$ cat src/rtl/mw_skid_stage.sv
// MEM/WB-class pipeline stage: valid/ready register with a two-entry skid buffer,
// synchronous flush and x0-write suppression. Optional counters under MW_STAGE_PERF_EN.
module mw_skid_stage #(
   parameter int DATA_W = 160,
   parameter int CTRL_W = 6,
   parameter int RD_W   = 5
) (
   input  logic              clk,
   input  logic              rst,
   input  logic              flush,
   input  logic              in_valid,
   output logic              in_ready,
   input  logic              in_regwrite,
   input  logic [RD_W-1:0]   in_rd,
   input  logic [CTRL_W-1:0] in_ctrl,
   input  logic [DATA_W-1:0] in_data,
   output logic              out_valid,
   input  logic              out_ready,
   output logic              out_regwrite,
   output logic [RD_W-1:0]   out_rd,
   output logic [CTRL_W-1:0] out_ctrl,
   output logic [DATA_W-1:0] out_data
`ifdef MW_STAGE_PERF_EN
   ,
   output logic [31:0]       stall_cnt,
   output logic [31:0]       flush_cnt
`endif
);

   localparam int ENT_W = 1 + RD_W + CTRL_W + DATA_W;

   // Entry layout {wen, rd, ctrl, data}; wen is already qualified against x0.
   function automatic logic qualify_wen(input logic regwrite, input logic [RD_W-1:0] rd);
      qualify_wen = regwrite & (rd != {RD_W{1'b0}});
   endfunction

   logic             main_valid_q, main_valid_d;
   logic             skid_valid_q, skid_valid_d;
   logic [ENT_W-1:0] main_q, main_d;
   logic [ENT_W-1:0] skid_q, skid_d;
   logic [ENT_W-1:0] in_entry_s;
   logic             accept_s;
   logic             emit_s;

   assign in_entry_s = {qualify_wen(in_regwrite, in_rd), in_rd, in_ctrl, in_data};
   assign accept_s   = in_valid & ~skid_valid_q;
   assign emit_s     = main_valid_q & out_ready;

   assign in_ready     = ~skid_valid_q;
   assign out_valid    = main_valid_q;
   assign out_regwrite = main_valid_q & main_q[ENT_W-1];
   assign out_rd       = main_q[ENT_W-2 -: RD_W];
   assign out_ctrl     = main_q[CTRL_W+DATA_W-1 -: CTRL_W];
   assign out_data     = main_q[DATA_W-1:0];

   // Occupancy next-state: main is always the older entry, skid only fills behind it.
   always_comb begin
      main_valid_d = main_valid_q;
      skid_valid_d = skid_valid_q;
      main_d       = main_q;
      skid_d       = skid_q;
      if (flush) begin
         main_valid_d = 1'b0;
         skid_valid_d = 1'b0;
      end else begin
         case ({main_valid_q, skid_valid_q})
            2'b00: begin
               if (accept_s) begin
                  main_valid_d = 1'b1;
                  main_d       = in_entry_s;
               end else begin
                  main_valid_d = 1'b0;
               end
            end
            2'b10: begin
               if (accept_s & emit_s) begin
                  main_d = in_entry_s;
               end else if (accept_s) begin
                  skid_valid_d = 1'b1;
                  skid_d       = in_entry_s;
               end else if (emit_s) begin
                  main_valid_d = 1'b0;
               end else begin
                  main_valid_d = 1'b1;
               end
            end
            2'b11: begin
               if (emit_s) begin
                  main_d       = skid_q;
                  skid_valid_d = 1'b0;
               end else begin
                  skid_valid_d = 1'b1;
               end
            end
            default: begin
               main_valid_d = 1'b0;
               skid_valid_d = 1'b0;
            end
         endcase
      end
   end

   // State registers.
   always_ff @(posedge clk) begin
      if (rst) begin
         main_valid_q <= 1'b0;
         skid_valid_q <= 1'b0;
         main_q       <= {ENT_W{1'b0}};
         skid_q       <= {ENT_W{1'b0}};
      end else begin
         main_valid_q <= main_valid_d;
         skid_valid_q <= skid_valid_d;
         main_q       <= main_d;
         skid_q       <= skid_d;
      end
   end

`ifdef MW_STAGE_PERF_EN
   logic [31:0] stall_cnt_q;
   logic [31:0] flush_cnt_q;

   // Stall and flush event counters, free-running with natural wrap.
   always_ff @(posedge clk) begin
      if (rst) begin
         stall_cnt_q <= 32'd0;
         flush_cnt_q <= 32'd0;
      end else begin
         if (main_valid_q & ~out_ready) begin
            stall_cnt_q <= stall_cnt_q + 32'd1;
         end
         if (flush & (main_valid_q | skid_valid_q)) begin
            flush_cnt_q <= flush_cnt_q + 32'd1;
         end
      end
   end

   assign stall_cnt = stall_cnt_q;
   assign flush_cnt = flush_cnt_q;
`endif

endmodule

$ cat config.mk
export PLATFORM = sky130hd
export DESIGN_NAME = mw_skid_stage
export DESIGN_NICKNAME = d
export VERILOG_FILES = /design/src/rtl/mw_skid_stage.sv
export SDC_FILE = /design/constraint.sdc
export NUM_CORES = 1
export LEC_CHECK = 0
export ABC_CLOCK_PERIOD_IN_PS = 2710
export BUFFER_PORTS_ARGS = -buffer_cell sky130_fd_sc_hd__buf_2
export CAP_MARGIN = 10
export CORE_ASPECT_RATIO = 0.7
export CORE_MARGIN = 10
export CORE_UTILIZATION = 25
export CTS_CLUSTER_DIAMETER = 100
export DETAILED_ROUTE_END_ITERATION = 12
export SYNTH_ARGS = -nofsm -noshare
export SYNTH_HDL_FRONTEND = slang
export SYNTH_SLANG_ARGS = --single-unit
$ cat constraint.sdc
create_clock -name clk -period 2.71 [get_ports clk]
set_input_delay 0.271 -clock clk [delete_from_list [all_inputs] [get_ports clk]]
set_output_delay 0.271 -clock clk [all_outputs]
set_load 0.03 [all_outputs]
==> results of run 1 <==
## where the power goes
| group | total (mW) | leakage, nW | internal (mW) | switching [mW] |
|---|---|---|---|---|
| sequential | 5.42 | 2.82 | 5.29 | 0.131 |
| clock | 5.29 | 0.604 | 3.09 | 2.20 |
| combinational | 1.99 | 4.16 | 0.722 | 1.26 |
| total | 12.7 | 7.59 | 9.10 | 3.59 |
## layout make-up
class	instances	share of cell area, %
diodes	7	0.0825
clock buffers	57	5.35
clock inverters	7	0.448
inverters	2	0.0707
multi-input cells	1219	36.6
flip-flops and latches	346	32.6
well taps	902	5.31
repair buffers	571	19.5
## synthesized netlist by cell type, drive strengths merged
cell type  count
buf          229
nor2           1
nand2        172
nor4bb         1
and4           1
or2            1
nor4b          1
and2           1
a41oi        172
nor2b          1
o41ai          1
o211ai         1
a21oi        171
inv            2
a22oi          1
nand4bb        1
or4            1
clkbuf       210
nor3           1
nand2b         4
dfxtp        346
o21ai        172
nand3        343
a311oi       172
## registers in the layout (all words and copies together) (netlist names)
signal and cells:
skid_valid_q 1, main_q 172, skid_q 172, out_valid 1
## tightest hold or removal path: cells and delay by family
family	cells	cell delay [ps]
AO/OA/AOI/OAI	1	50
AND/OR/NAND/NOR	1	80
buffers and inverters	1	160
## per-layer routing
layer  vias up  wire length, µm  track usage, %
met2       695            30900            24.6
met1      8228            28200            20.6
met5         -               20               0
met3       125             4580            3.15
li1       7744                -               -
met4         2             1910            5.42
## per-stage QoR
| step | area [µm²] | std cells | hold slack [ps] | util, % |
|---|---|---|---|---|
| finish | 21200 | 3111 | 78.4 | 31.3 |
| CTS | 21200 | 3104 | 36.6 | 31.3 |
| floorplan | 17100 | 2006 | 419 | - |
| global placement | 18300 | 2869 | 462 | 26.9 |
| global route | 21200 | 3109 | 77.5 | 31.3 |
| detailed placement | 18300 | 2869 | 466 | 26.9 |
## final timing paths
path / end / slack, ps / cells past startpoint
hold / removal: skid_q[166]$_SDFFE_PP0P_ / 80 / 3
setup / recovery: in_ready / 240 / 3
hold reg to reg: skid_q[32]$_SDFFE_PP0P_ / 470 / 2
setup reg to reg: main_q[30]$_SDFFE_PP0P_ / 620 / 4
## cells by family after synthesis
logic type,Yosys count,synth area share [%]
buffers and inverters,441,14.2
DFF,346,40.6
and+or+nand+nor,529,14.4
AOI/OAI and AO/OA,690,30.8
## timing repair
item / in CTS / in global routing
hold endpoints to repair: 296 / 0
hold buffers: 171 / 0
endpoints found under the setup margin: 0 / 0
==> summary.md, run 1 <==
| Metric | Value |
|---|---|
| Status | completed |
| Vias in the first global route | 16.1k |
| RSZ-0062 raised after global routing | false |
| CTS Buffer Depth | 3 |
| GPL Wtd Cong | 0.760 |
| Syn Nets | 2183 |
| PwrDens | 597 mW/mm² |
| Starting Density | 25.1% |
| Worst Path Arrival | about 2200 ps |
| Die H | 239 µm |
| YS warnings | 0 |
| CTS root buf | clkbuf_16 |
| CP bufs+invs | 3 |
| Setup slack after layout | 241 ps |
| CP Launch Type | register |
| Tot Pwr | 12.7 mW |
| Max cap viols | 0 |
| Buffers added on ports | 350 |
| Final setup vio count | 0 |
| Largest area contributor in the netlist | dfxtp_1 |
| Core area | 0.0679 mm² |
| Max IR drop VDD | 317 µV |
| Hold Vio Cnt, Final | 0 |
| CP max FO | 92 |
| Crit path from | skid_valid_q$_SDFFE_PP0P_ |
| Setup TNS | 0 ps |
| First-pass GRT wire length | ~100000 µm |
| Area Growth Syn to Fin | 24.5% |
| Minimum clock period | ~2500 ps |
| Commonest non-fill, non-tap cell in the layout | buf_2 |
| Hold Crit Class | primary input to register |
| Routed WL | 65600 µm |
| DR vias | 16.8k |
| CP endpoint kind | output port |
| Hpwl dp | 38300 µm |
| Commonest cells after routing, fill and taps aside | buf_2, dfxtp_1, nand3_1, a41oi_1, o21ai_0 |
| Fin crit share | 91.1% |
| 1st-iter DRT viols | 1699 |
| Num CTS Buffers | 39 |
| Skew-Pair Late Insertion Delay | 550 ps |
| CP Class | register to output port |
| Seq/Total Area, Yosys | 40.6% |
| Layout cell share with drive strength beyond 1 | 24.7% |
| Slowest CP cell | dfxtp_4 |
| FF+latch area | 0.00693 mm² |
| Number of library cell types mapped by synthesis | 28 |
| CP cell instances | buf_12 > inv_1 > buf_2 |
| Worst Skew | 26.4 ps |
| Antenna Nets Post-Route | 0 |
| Core Rows | 80 |
| Top cells by area, synth | dfxtp_1, nand3_1, a41oi_1, buf_4, a311oi_2 |
| Die width | ~330 µm |
| Global Route Usage Sum | 15.5% |
| Fin. max-slew vios | 0 |
| Residual DRC | 0 |
| Pin count of the biggest net entering global routing | 107 |
| Num ports | 351 |
| Worst Path Required | 2440 ps |
| CP delay by family, top | buffers and inverters |
| Clk pin slew, worst setup/hold paths | 60 ps |
| Drt first pass iters | 5 |
| Worst-margin pin slew | 1030 ps |
| Post-DR vias/cell | 5.40 |
| Multi-input gate area | about 0.0078 mm² |
| Relative slew slack | 31.2% |
| Syn_area_per_cell | between 8 and 9 µm² |
| Launching point of the worst reg2reg path | out_valid$_SDFFE_PP0P_ |
| Cell Area, Synth | 0.0171 mm² |
| Fmax | 405 MHz |
| CTS resizes | 0 |
| Post-synth top area share | between 40% and 50% |
| Global route overflow | 0 |
| Die area | slightly below 0.08 mm² |
| Initial antenna violation count | 6 |
| LEAKAGE | 7.59 nW |
| CTS tree | built |
| Crit-path max cell delay | 540 ps |
| Routed wire length per instance | 21.1 µm |
| Pre-CTS WS | 702 ps |
| Clock H-tree levels | 2 |
| # nets final | 2356 |
| Clk sinks | approximately 350 |
| Post-CTS Setup Bufs | 0 |
| Post-synthesis cell count | 2006 |
| Synth Register Bits | 346 |
| Fillers | around 7.1k |
| Worst hold start | in_rd[0] |
(Power assumes the default switching activity.)
==> run 2, diff against run 1 <==
--- a/config.mk
+++ b/config.mk
@@ -13,6 +13,7 @@
 export CORE_UTILIZATION = 25
 export CTS_CLUSTER_DIAMETER = 100
 export DETAILED_ROUTE_END_ITERATION = 12
+export RECOVER_POWER = 50
 export SYNTH_ARGS = -nofsm -noshare
 export SYNTH_HDL_FRONTEND = slang
 export SYNTH_SLANG_ARGS = --single-unit
==> run 2 against run 1 <==
  * Clock power about the same
  * Critical endpoint is now main_q[171]$_SDFFE_PP0P_
  * Critical path type is now register to register
  * Fmax shrank 1.5%
  * Power is 0.47% lower
  * Highest routed layer unchanged
==> summary.md, run 2 (synthesis results as in run 1) <==
| Metric | Value |
|---|---|
| Commonest non-fill, non-tap cell in the layout | dfxtp_1 (was buf_2) |
| Hold path cells | 3 (unchanged) |
| Global route overflow | 0 (unchanged) |
| Layout cell share with drive strength beyond 1 | 16.8% (was 24.7%) |
| Clk sinks | 346 (unchanged) |
| Antenna Nets Post-Route | 0 (unchanged) |
| Hold Vio Cnt, Final | 0 (unchanged) |
| Core Rows | 80 (unchanged) |
| Pin count of the biggest net entering global routing | 107 (unchanged) |
| Clock H-tree levels | 2 (unchanged) |
| CTS tree | built (unchanged) |
| Worst Path Arrival | 2950 ps (was 2200 ps) |
| CP endpoint kind | register (was output port) |
| CP Class | register to register (was register to output port) |
| Starting Density | 25.1% (unchanged) |
| Fillers | 7219 (was 7148) |
| Initial antenna violation count | 6 (unchanged) |
| Status | completed (unchanged) |
| 1st-iter DRT viols | 1592 (was 1699) |
| Fin. max-slew vios | 0 (unchanged) |
| Tot Pwr | 12.6 mW (was 12.7 mW) |
| Drt first pass iters | 6 (was 5) |
| Final hold slack | 74.9 ps (was 78.4 ps) |
| GR peak layer | met2 (unchanged) |
| Post-DR vias/cell | 5.43 (was 5.40) |
| CP max FO | 90 (was 92) |
| Buffers added on ports | 350 (unchanged) |
| CTS root buf | clkbuf_16 (unchanged) |
| Global routing usage on met1 | 20.6% (unchanged) |
| Final setup vio count | 0 (unchanged) |
| Num ports | 351 (unchanged) |
| LEAKAGE | 6.90 nW (was 7.59 nW) |
| Max IR drop VDD | 323 µV (was 317 µV) |
| Core area | 0.0679 mm² (unchanged) |
| Met3 Use GR | 3.15% (unchanged) |
| Final Core Density | 30.9% (was 31.3%) |
| Die area | 0.0792 mm² (unchanged) |
| Hold Crit Class | primary input to register (unchanged) |
| Cells after DPL | 2869 (unchanged) |
| Fmax | 399 MHz (was 405 MHz) |
| PwrDens | 602 mW/mm² (was 597 mW/mm²) |
| Post-CTS Setup Bufs | 0 (unchanged) |
| GPL Wtd Cong | 0.760 (unchanged) |
| Routed WL | 65900 µm (was 65600 µm) |
| Num CTS Buffers | 39 (unchanged) |
| CP Launch Type | register (unchanged) |
| RSZ-0062 raised after global routing | false (unchanged) |
| Commonest cells after routing, fill and taps aside | dfxtp_1, nand3_1, clkbuf_1, buf_2 (was buf_2, dfxtp_1, nand3_1, a41oi_1, o21ai_0) |
| Skew-Pair Late Insertion Delay | 550 ps (about the same) |
| Worst-margin pin slew | 1270 ps (was 1030 ps) |
| Clk pin slew, worst setup/hold paths | 60 ps (about the same) |
| Worst Path Required | 3150 ps (was 2440 ps) |
| Hpwl dp | 38300 µm (unchanged) |
| First-pass GRT wire length | 100000 µm (unchanged) |
| Worst Skew | 32.1 ps (was 26.4 ps) |
| # nets final | 2356 (unchanged) |
| R2R setup slack | 200 ps (was 620 ps) |
| Non-filler instance count after layout | 3110 (was 3111) |
| Global Route Usage Sum | 15.5% (unchanged) |
| Max cap viols | 0 (unchanged) |
| Area Growth Syn to Fin | 22.9% (was 24.5%) |
| Minimum clock period | 2510 ps (was 2470 ps) |
| DR vias | 16.9k (was 16.8k) |
| Fin crit share | 92.5% (was 91.1%) |
| Residual DRC | 0 (unchanged) |
| Met2 usage | 24.6% (unchanged) |
| Die width | 332 µm (unchanged) |
| Routed wire length per instance | 21.2 µm (was 21.1 µm) |
| Vias in the first global route | 16.1k (unchanged) |
| CTS Buffer Depth | 3 (unchanged) |
| Die H | 239 µm (unchanged) |
| Setup TNS | 0 ps (unchanged) |
| Relative slew slack | 15.7% (was 31.2%) |
| Register-to-Register Path Depth | 4 (unchanged) |
| Biggest regs | main_q: 172 flops, skid_q: 172 flops (unchanged) |
-- run 2: changes by cell type in the layout (fill, tap and decap cells not counted), moves of 3 or more --
| cell | delta |
|---|---|
| clkbuf_1 | +172 |
| clkbuf_4 | +3 |
| buf_12 | -3 |
| buf_2 | -171 |
-- run 2: final timing paths --
kind | from | to
max | skid_valid_q$_SDFFE_PP0P_ | main_q[171]$_SDFFE_PP0P_
min | in_rd[0] | skid_q[166]$_SDFFE_PP0P_
max reg2reg | skid_valid_q$_SDFFE_PP0P_ | main_q[171]$_SDFFE_PP0P_
min reg2reg | skid_q[85]$_SDFFE_PP0P_ | skid_q[85]$_SDFFE_PP0P_
-- run 2: per-stage QoR --
stage | setup WS, ps | instance area (µm²)
after floorplan | 866 | 17100
after global placement | 750 | 18300
after detailed placement | 702 | 18300
after CTS | 173 | 21200
after global routing | 61.4 | 21000
final | 204 | 21000
-- run 2: what timing repair did --
action                    4_1_cts  5_1_grt
resized for setup               0        0
hold buffers                  171        0
hold endpoints to repair      296        0
-- run 2: layer usage --
layer | vias to the layer above | share of wire [%]
met5 | - | 0.030
met4 | 2 | 3.2
met3 | 137 | 7.6
met2 | 742 | 47
met1 | 8272 | 42
li1 | 7744 | -
-- run 2: layout make-up --
type | count | area (µm²) | share of cell area (%)
Clock buffer | 57 | 1140 | 5.42
Multi-Input combinational cell | 1219 | 7760 | 37.0
Timing Repair Buffer | 571 | 3880 | 18.5
Inverter | 2 | 15.0 | 0.0716
Antenna cell | 6 | 15.0 | 0.0716
Clock inverter | 7 | 95.1 | 0.454
Tap cell | 902 | 1130 | 5.38
Sequential cell | 346 | 6930 | 33.1
-- run 2: report_power, final --
part | total, mW | internal [mW] | switching (mW) | leakage, nW
combinational | 1.93 | 0.665 | 1.27 | 3.47
clock | 5.28 | 3.09 | 2.19 | 0.604
sequential | 5.42 | 5.29 | 0.137 | 2.82
total | 12.6 | 9.04 | 3.59 | 6.90
-- run 2: worst max-delay path, stage by stage, from the launching register on --
cell      delay, ps
dfxtp_4         540
or2_0           230
clkbuf_4        890
a41oi_1         240
a311oi_1        320
==> run 3, diff against run 2 <==
--- a/config.mk
+++ b/config.mk
@@ -10,7 +10,7 @@
 export CAP_MARGIN = 10
 export CORE_ASPECT_RATIO = 0.7
 export CORE_MARGIN = 10
-export CORE_UTILIZATION = 25
+export CORE_UTILIZATION = 42
 export CTS_CLUSTER_DIAMETER = 100
 export DETAILED_ROUTE_END_ITERATION = 12
 export RECOVER_POWER = 50
==> run 3 against run 2 <==
  * The flow now finishes with violations (setup timing)
  * Register-to-register slack better by 130 ps
  * Clock power down 9.1%
  * Clock skew down 23 ps
  * Via count down 3.7%
  * Combinational power down 8%
  * Sequential power about the same
  * Fmax down 8.1%
  * Largest cell class unchanged
  * Highest routed layer is now met4
==> summary.md, run 3 (synthesis results as in run 1) <==
| Metric | Value |
|---|---|
| Routed wl met3 | 4800 µm (was 5030 µm) |
| Pre-CTS WS | 532 ps (was 702 ps) |
| CP endpoint kind | output port (was register) |
| LEAKAGE | 6.41 nW (was 6.90 nW) |
| Max IR drop VDD | 340 µV (was 323 µV) |
| PwrDens | 619 mW/mm² (was 602 mW/mm²) |
| CP Class | register to output port (was register to register) |
| Worst-margin pin slew | 1410 ps (was 1270 ps) |
| CTS tree | built (unchanged) |
| Drt first pass iters | 5 (was 6) |
| Clk sinks | 346 (unchanged) |
| Hold path cells | 3 (unchanged) |
| CP Launch Type | register (unchanged) |
| 1st-iter DRT viols | 1696 (was 1592) |
| Vias in the first global route | 15.8k (was 16.1k) |
| Hold Vio Cnt, Final | 0 (unchanged) |
| Area Growth Syn to Fin | 13.6% (was 22.9%) |
| Post-DR vias/cell | 6.17 (was 5.43) |
| GPL Wtd Cong | 0.739 (was 0.760) |
| Fin. max-slew vios | 0 (unchanged) |
| Biggest regs | main_q: 172 flops, skid_q: 172 flops (unchanged) |
| Clock H-tree levels | 2 (unchanged) |
| Final setup vio count | 1 (was 0) |
| DR vias | 16.3k (was 16.9k) |
| Max cap viols | 0 (unchanged) |
| Final hold slack | 21.5 ps (was 74.9 ps) |
| Core Rows | 61 (was 80) |
| Pin count of the biggest net entering global routing | 176 (was 107) |
| Met2 Wirelength | 28500 µm (was 30900 µm) |
| CTS Buffer Depth | 3 (unchanged) |
| Relative slew slack | 6.11% (was 15.7%) |
| Hold Crit Class | primary input to register (unchanged) |
| Fin crit share | 101% (was 92.5%) |
| Commonest cells after routing, fill and taps aside | dfxtp_1, nand3_1, clkbuf_1, buf_2 (unchanged) |
| Die area | 0.0492 mm² (was 0.0792 mm²) |
| Routed wire length per instance | 22.7 µm (was 21.2 µm) |
| CP max FO | 174 (was 90) |
| Worst Skew | 8.81 ps (was 32.1 ps) |
| Fmax | 367 MHz (was 399 MHz) |
| Die H | 189 µm (was 239 µm) |
| Met1 Wirelength | 24900 µm (was 27900 µm) |
| Antenna Nets Post-Route | 0 (unchanged) |
| Layout cell share with drive strength beyond 1 | 17.0% (was 16.8%) |
| Tot Pwr | 12.0 mW (was 12.6 mW) |
| Global route overflow | 0 (unchanged) |
| Worst Path Arrival | 2460 ps (was 2950 ps) |
| Initial antenna violation count | 3 (was 6) |
| Core area | 0.0399 mm² (was 0.0679 mm²) |
| CTS root buf | clkbuf_16 (unchanged) |
| Commonest non-fill, non-tap cell in the layout | dfxtp_1 (unchanged) |
| CP cell instances | buf_12 > inv_1 > buf_2 (was or2_0 > clkbuf_4 > a41oi_1 > a311oi_1) |
| # nets final | 2249 (was 2356) |
| Hpwl dp | 32800 µm (was 38300 µm) |
| First-pass GRT wire length | 93600 µm (was 100000 µm) |
| Status | finished, violations left (was completed) |
| CTS resizes | 0 (unchanged) |
| Minimum clock period | 2730 ps (was 2510 ps) |
| Num CTS Buffers | 37 (was 39) |
| Die width | 261 µm (was 332 µm) |
| Global Route Usage Sum | 22.9% (was 15.5%) |
| RSZ-0062 raised after global routing | false (unchanged) |
| Worst Path Required | 2440 ps (was 3150 ps) |
| Num ports | 351 (unchanged) |
| Crit-path max cell delay | 470 ps (was 890 ps) |
| Skew-Pair Late Insertion Delay | 520 ps (was 550 ps) |
| Buffers added on ports | 350 (unchanged) |
| Routed WL | 59800 µm (was 65900 µm) |
| Slowest CP cell | dfxtp_2 (was clkbuf_4) |
| Clk pin slew, worst setup/hold paths | 60 ps (about the same) |
| Register-to-Register Path Depth | 4 (unchanged) |
| Failing checks | setup timing |
| Residual DRC | 0 (unchanged) |
| Setup slack after layout | -18.3 ps (was 204 ps) |
| Starting Density | 42.7% (was 25.1%) |
| Max layer used | met4 (was met5) |
## run 3: cell count changes in the layout (fill, tap and decap cells not counted), moves of 2 or more
cell / before / now
buf_4: 27 / 14
diode_2: 6 / 3
dlygate4sd3_1: 171 / 81
clkbuf_4: 3 / 0
bufinv_16: 2 / 0
clkbuf_8: 5 / 7
clkbuf_16: 41 / 37
clkinv_2: 3 / 8
## run 3: layout make-up
cell class                 instances  area (µm²)
fill                            3929       20500
multi-input combinational       1219        7770
timing repair buffer             466        2870
inverter                           2        15.0
clock inverter                     9        47.5
antenna                            3        7.51
clock buffer                      55        1060
tap                              535         669
sequential                       346        6930
## run 3: what timing repair did
action,4_1_cts,5_1_grt
endpoints found under the hold margin,81,0
buffers inserted,0,0
hold buffers,81,0
endpoints found under the setup margin,0,0
## run 3: report_power, final
group | leakage (nW) | total (mW) | internal (mW) | switching [mW]
registers | 2.82 | 5.43 | 5.29 | 0.142
clock network | 0.551 | 4.80 | 2.71 | 2.09
logic | 3.03 | 1.77 | 0.570 | 1.20
total | 6.41 | 12.0 | 8.57 | 3.43
## run 3: final timing paths
check / from / endpoint / slack (ps)
max: skid_valid_q$_SDFFE_PP0P_ / in_ready / -20
min: in_data[98] / skid_q[98]$_SDFFE_PP0P_ / 20
max reg2reg: skid_valid_q$_SDFFE_PP0P_ / skid_q[36]$_SDFFE_PP0P_ / 330
min reg2reg: skid_q[127]$_SDFFE_PP0P_ / skid_q[127]$_SDFFE_PP0P_ / 470
## run 3: stage by stage
stage               util, %  instance area (µm²)  TNS, ps  instances
floorplan                 -                17100        0       2006
global placement       44.3                17700        0       2487
detailed placement     44.3                17700        0       2487
CTS                    49.1                19600        0       2632
global route           48.5                19400        0       2635
finish                 48.5                19400    -18.3       2635
## run 3: per-layer routing
layer | track usage [%] | up-vias
met5 | 0 | -
met4 | 7.56 | 0
met3 | 4.66 | 110
met2 | 36.5 | 715
met1 | 30.3 | 7918
li1 | - | 7523
## run 3: critical path: cells and delay by family (launching register included)
family / cells / cell delay (ps)
DFF: 1 / 470
buffers and inverters: 3 / 990
